**src/rtl/mem_port_arbiter_pkg.sv**
```systemverilog
// Purpose: shared FSM encoding, default widths and requester select codes for the memory port arbiter.
// Latency: none (definitions only).
// Backpressure: none (definitions only).
package mem_port_arbiter_pkg;

    localparam int AW_DEF = 10;
    localparam int DW_DEF = 32;

    // Requester select encoding used by sel and last_sel
    localparam logic SEL_FETCH = 1'b0;
    localparam logic SEL_DATA  = 1'b1;

    typedef enum logic [1:0] {
        ST_IDLE   = 2'd0,
        ST_ACCESS = 2'd1,
        ST_RESP   = 2'd2
    } state_t;

    // An address is out of range when any bit above the memory index is set
    function automatic logic addr_oor(input logic [31:0] addr, input int aw);
        return (addr >> aw) != 32'd0;
    endfunction

endpackage

```
**src/rtl/rr_pick.sv**
```systemverilog
// Purpose: two-way round-robin picker between fetch and data requesters.
// Latency: combinational.
// Backpressure: none; the caller decides when the pick is consumed.
module rr_pick
    import mem_port_arbiter_pkg::*;
(
    input  logic if_req,
    input  logic d_req,
    input  logic last_sel,
    output logic any,
    output logic pick
);

    // On a tie serve whoever was not served last, otherwise the sole requester
    always_comb begin
        any = if_req | d_req;
        if (if_req && d_req) begin
            pick = ~last_sel;
        end else if (d_req) begin
            pick = SEL_DATA;
        end else begin
            pick = SEL_FETCH;
        end
    end

endmodule

```
**src/rtl/mem_port_arbiter.sv**
```systemverilog
// Purpose: shares one single-ported memory between a fetch port and a load/store port.
// Latency: request sampled at edge N, mem access in cycle N+1, valid pulse in cycle N+2.
// Backpressure: requests are held by the requester until valid; loser waits in IDLE.
module mem_port_arbiter
    import mem_port_arbiter_pkg::*;
#(
    parameter int AW = AW_DEF,
    parameter int DW = DW_DEF
) (
    input  logic          clk,
    input  logic          rst,
    input  logic          if_req,
    input  logic [31:0]   if_addr,
    output logic          if_gnt,
    output logic [DW-1:0] if_rdata,
    output logic          if_valid,
    output logic          if_err,
    input  logic          d_req,
    input  logic          d_we,
    input  logic [31:0]   d_addr,
    input  logic [DW-1:0] d_wdata,
    output logic          d_gnt,
    output logic [DW-1:0] d_rdata,
    output logic          d_valid,
    output logic          d_err,
    output logic          mem_en,
    output logic          mem_we,
    output logic [AW-1:0] mem_addr,
    output logic [DW-1:0] mem_wdata,
    input  logic [DW-1:0] mem_rdata,
    output logic          busy
);

    state_t        state;
    state_t        state_nxt;
    logic          sel;
    logic          last_sel;
    logic          lat_we;
    logic          lat_oor;
    logic [AW-1:0] lat_addr;
    logic [DW-1:0] lat_wdata;
    logic [DW-1:0] if_rdata_q;
    logic [DW-1:0] d_rdata_q;
    logic [DW-1:0] resp_data;
    logic          any;
    logic          pick;

    rr_pick u_rr_pick (
        .if_req   (if_req),
        .d_req    (d_req),
        .last_sel (last_sel),
        .any      (any),
        .pick     (pick)
    );

    // Stores and rejected accesses complete with a zero read value
    assign resp_data = (lat_oor || lat_we) ? '0 : mem_rdata;

    // State register
    always_ff @(posedge clk) begin
        if (rst) begin
            state <= ST_IDLE;
        end else begin
            state <= state_nxt;
        end
    end

    // Next state: requests are only looked at in IDLE, the rest is a fixed walk
    always_comb begin
        state_nxt = state;
        case (state)
            ST_IDLE:   if (any) state_nxt = ST_ACCESS;
            ST_ACCESS: state_nxt = ST_RESP;
            ST_RESP:   state_nxt = ST_IDLE;
            default:   state_nxt = ST_IDLE;
        endcase
    end

    // Capture the winning request at the grant; last_sel starts as data so fetch wins the first tie
    always_ff @(posedge clk) begin
        if (rst) begin
            sel       <= SEL_FETCH;
            last_sel  <= SEL_DATA;
            lat_we    <= 1'b0;
            lat_oor   <= 1'b0;
            lat_addr  <= '0;
            lat_wdata <= '0;
        end else if (state == ST_IDLE && any) begin
            sel      <= pick;
            last_sel <= pick;
            if (pick == SEL_DATA) begin
                lat_we    <= d_we;
                lat_oor   <= addr_oor(d_addr, AW);
                lat_addr  <= d_addr[AW-1:0];
                lat_wdata <= d_wdata;
            end else begin
                lat_we    <= 1'b0;
                lat_oor   <= addr_oor(if_addr, AW);
                lat_addr  <= if_addr[AW-1:0];
                lat_wdata <= '0;
            end
        end
    end

    // Keep each requester's last result visible until its next completion
    always_ff @(posedge clk) begin
        if (rst) begin
            if_rdata_q <= '0;
            d_rdata_q  <= '0;
        end else if (state == ST_RESP) begin
            if (sel == SEL_DATA) begin
                d_rdata_q <= resp_data;
            end else begin
                if_rdata_q <= resp_data;
            end
        end
    end

    // Outputs decoded from state; read data is passed straight through during RESP
    always_comb begin
        busy      = (state != ST_IDLE);
        if_gnt    = busy && (sel == SEL_FETCH);
        d_gnt     = busy && (sel == SEL_DATA);
        mem_en    = (state == ST_ACCESS) && !lat_oor;
        mem_we    = (state == ST_ACCESS) && !lat_oor && lat_we;
        mem_addr  = lat_addr;
        mem_wdata = lat_wdata;
        if_valid  = (state == ST_RESP) && (sel == SEL_FETCH);
        d_valid   = (state == ST_RESP) && (sel == SEL_DATA);
        if_err    = if_valid && lat_oor;
        d_err     = d_valid && lat_oor;
        if_rdata  = if_valid ? resp_data : if_rdata_q;
        d_rdata   = d_valid ? resp_data : d_rdata_q;
    end

endmodule
```
**config.mk**
```make
export PLATFORM = sky130hd
export DESIGN_NAME = mem_port_arbiter
export DESIGN_NICKNAME = d
export VERILOG_FILES = /design/src/rtl/mem_port_arbiter_pkg.sv /design/src/rtl/rr_pick.sv /design/src/rtl/mem_port_arbiter.sv
export SDC_FILE = /design/constraint.sdc
export NUM_CORES = 1
export LEC_CHECK = 0
export BUFFER_PORTS_ARGS = -buffer_cell sky130_fd_sc_hd__buf_2
export CORE_ASPECT_RATIO = 2
export CORE_MARGIN = 4
export CORE_UTILIZATION = 25
export CTS_BUF_LIST = sky130_fd_sc_hd__clkbuf_4
export CTS_CLUSTER_DIAMETER = 40
export CTS_CLUSTER_SIZE = 8
export DETAILED_ROUTE_END_ITERATION = 10
export GPL_ROUTABILITY_DRIVEN = 0
export MAX_ROUTING_LAYER = met4
export SYNTH_ARGS = -nofsm -noshare
export SYNTH_HDL_FRONTEND = slang
export SYNTH_HIERARCHICAL = 1
export SYNTH_SLANG_ARGS = --single-unit
```
**constraint.sdc**
```tcl
create_clock -name clk -period 2.25 [get_ports clk]
set_input_delay 0.225 -clock clk [delete_from_list [all_inputs] [get_ports clk]]
set_output_delay 0.225 -clock clk [all_outputs]
set_load 0.1 [all_outputs]
```
==> metrics.csv <==
stage,metric,value,unit
synth,distinct cell type count after synthesis,32,
min_path,class of the tightest hold or removal check,in2reg,
routing,DRT antenna net count,0,
floorplanning,number of top-level pins,248,
floorplanning,Placement Rows,69,
grt,global-route wire length before repair,25100,µm
sta,slew at the pin closest to its max-slew limit,0.532,ns
pwr,leakage power figure,3.45,nW
synth,portion of the post-synthesis area used by sequential elements,49.5,%
routing,drt initial violations,87,
critical_path,Crit path max-delay family,simple AND/OR/NAND/NOR gates,
synth,Post-Synthesis Cells,550,
floorplanning,area inside the core boundary,17800,µm²
synth,"Async S/R FF share, synth",0,%
sta,setup repair after global routing missed its margin,yes,
final_layout,area of all placed cells without fillers,8150,µm²
clock_tree,CTS Buf Count,9,
pwr,Pwr Total,4.59,mW
synth,synthesized netlist net count,683,
critical_path,slowest cell on the critical path,sky130_fd_sc_hd__or3b_4,
sta,worst slack on hold paths,0.0709,ns
sta,minimum period implied by the final worst setup slack,2.23,ns
final_layout,final core utilization,45.8,%
routing,aggregate routed wire length,18400,µm
sta,final worst-path cycle share,99.0,%
placed_design,"number of placed instances, taps included",979,
synth,cell area after synthesis,4530,µm²
placed_design,placed cell areas,7000,µm²
grt,via count of the first global-routing pass,4765,
sta,Hold Fails Final Rpt,0,
critical_path,required time worst endpoint,2.03,ns
synth,Seq cells post-synth,112,
sta,Final Slew Violations,0,
sta,final count of negative-setup-slack endpoints,0,
placed_design,Final HPWL DP,11800,µm
min_path,Worst Hold Path Cells,3,
critical_path,"Worst Path Class, Setup",reg2out,
pwr,worst-case vdd ir drop,0.272,mV
grt,largest net degree at the start of global routing,48,
grt,antenna violations before repair,2,
sta,setup slack of the critical path after layout,0.0227,ns
grt,GRT Util Overall,16.7,%
floorplanning,die outline width,103,µm
clock_tree,number of levels the H-tree was split into,3,
placed_design,Post-Place Worst Slack,0.402,ns
sta,final setup skew,0.0106,ns
routing,total DRC errors in the routed layout,0,
final_layout,"Area growth, synth to finish",80.0,%
sta,setup total negative slack,0,ns
routing,routed via count,4927,
min_path,endpoint of the worst hold-timing path,mem_addr[1],
synth,number of enable-type register cells in the synthesized netlist,0,
outcome,outcome,"complete, no violations",
min_path,hold path startpoint,if_addr[1],
pwr,power per cell area,564,nW/µm²
routing,number of search-and-repair iterations in the first detailed-routing pass,4,
placed_design,Port-buffer cells,247,
clock_tree,CTS max path bufs,2,
synth,Post-synth top flop,sky130_fd_sc_hd__dfxtp_1,
critical_path,worst path arrival time,2.00,ns
critical_path,CP max FO,7,
clock_tree,"CTS clk-pin slew, worst paths",0.17,ns
synth,Synth warnings,6,
sta,Fmax achieved,449,MHz
floorplanning,Initial Util,25.4,%
clock_tree,clk root buf,sky130_fd_sc_hd__clkbuf_4,
critical_path,element type at the critical path end,output port,
routing,drt wl/cell,17.7,µm
clock_tree,Worst-Skew Late Latency,0.46,ns
critical_path,delay of the slowest critical-path stage,0.51,ns
final_layout,nets@finish,957,
floorplanning,DIE HEIGHT,198,µm
routing,Avg Vias per Cell,4.72,
critical_path,path depth of the worst reg2reg path,7,
job,number of max-capacitance violations reported,0,
critical_path,"Cell Chain, Critical Path","or3b_4, clkbuf_16, o21ai_4, buf_12",
synth,mean cell area of the mapped netlist,8.23,µm²
clock_tree,CTS tree,built,
critical_path,worst path buffer plus inverter count,2,
floorplanning,area of the die,20400,µm²
grt,GRT overflow,0,
sta,max_slew headroom,64.5,%
critical_path,Worst Setup Start Kind,flop,
critical_path,startpoint of the lowest-slack register-to-register path,state[1],
final_layout,layout cells sized above 1,43.9,%
critical_path,worst flop-to-flop path endpoint,mem_wdata[11],
critical_path,worst-case register-to-register setup slack,0.49,ns
clock_tree,# clock sinks,112,
final_layout,Finished Layout Cells,1044,
-- cell type report --
type	count	area [µm²]
antenna	2	5.00
clock buffer	11	82.6
clock inverter	5	32.5
fill	1722	9640
inverter	4	18.8
multi-input combinational	393	2600
sequential	112	2250
tap	213	267
timing repair buffer	304	2890
-- state kept, by name (all words and copies together) (netlist names) --
| register | flops |
|---|---|
| d_rdata_q | 32 |
| mem_wdata | 32 |
| if_rdata_q | 32 |
| mem_addr | 10 |
| lat_oor | 1 |
| lat_we | 1 |
| last_sel | 1 |
| state | 2 |
| sel | 1 |
-- where the power goes --
| part | internal, mW | switching, mW |
|---|---|---|
| Sequential | 2.06 | 0.0429 |
| Clock | 0.255 | 0.676 |
| Combinational | 0.454 | 1.11 |
-- tightest hold or removal path, cell delays in order --
cell and delay [ns]:
sky130_fd_sc_hd__buf_2 0.10, sky130_fd_sc_hd__mux2i_1 0.11, sky130_fd_sc_hd__a211oi_1 0.08
-- per-layer routing --
metal  wire (µm)  up-vias  global-route usage, %  part of all wire [%]
met5           0        -                      -                     0
met1        6130     2339                   16.0                    33
li1            -     2381                      -                     -
met4         736        0                   8.26                   4.0
met3         691       39                   2.29                   3.7
met2       10900      168                   31.4                    59
-- worst max path at each step --
stage                   from            end  cells past startpoint
detailed placement  state[1]   if_rdata[26]                      4
global placement    state[1]         if_err                      4
floorplan           state[1]  if_rdata_q[0]                      4
finish              state[0]   if_rdata[24]                      4
CTS                      sel   if_rdata[26]                      4
global route        state[1]   if_rdata[24]                      4
-- repair_timing --
item / in CTS / in global routing
resized for setup: 28 / 61
gates cloned: 2 / 8
endpoints found under the hold margin: 33 / 0
pin swaps: 1 / 1
hold buffers: 33 / 0
buffers inserted: 1 / 3
setup endpoints to repair: 32 / 56
-- Yosys cell counts, drive strengths merged, types with 4 or more instances --
library cell | n | share of area (%)
nand2 | 131 | 11
nor2 | 17 | 1.4
a211oi | 10 | 1.7
and2 | 67 | 9.3
dfxtp | 112 | 50
o21ai | 64 | 8.7
a21oi | 34 | 3.8
nor4 | 10 | 1.4
nand3 | 34 | 3.8
inv | 4 | 0.33
clkbuf | 20 | 1.7
mux2i | 10 | 2.2
buf | 23 | 3.2
-- cells by family (layout without fill, tap and decap cells) --
family	Yosys count	in the layout	synth area share, %
AND/OR/NAND/NOR	269	271	28.2
buffers and inverters	47	324	5.17
other	0	2	0
flip-flops	112	112	49.5
multiplexers	10	10	2.21
AO/OA/AOI/OAI	112	112	14.9
-- cells in the final DEF, fill, tap and decap left out, drive strengths merged, types with 2 or more instances in the layout --
master and instances:
clkbuf 16, dfxtp 112, or3b 3, nor4 10, dlygate4sd3 33, o21ai 64, a21oi 34, and2 67
mux2i 10, clkinv 4, inv 4, buf 266, nand2 131, diode 2, nor2 17, nand3 34
a211oi 10
Power figures use the tool's default switching activity.
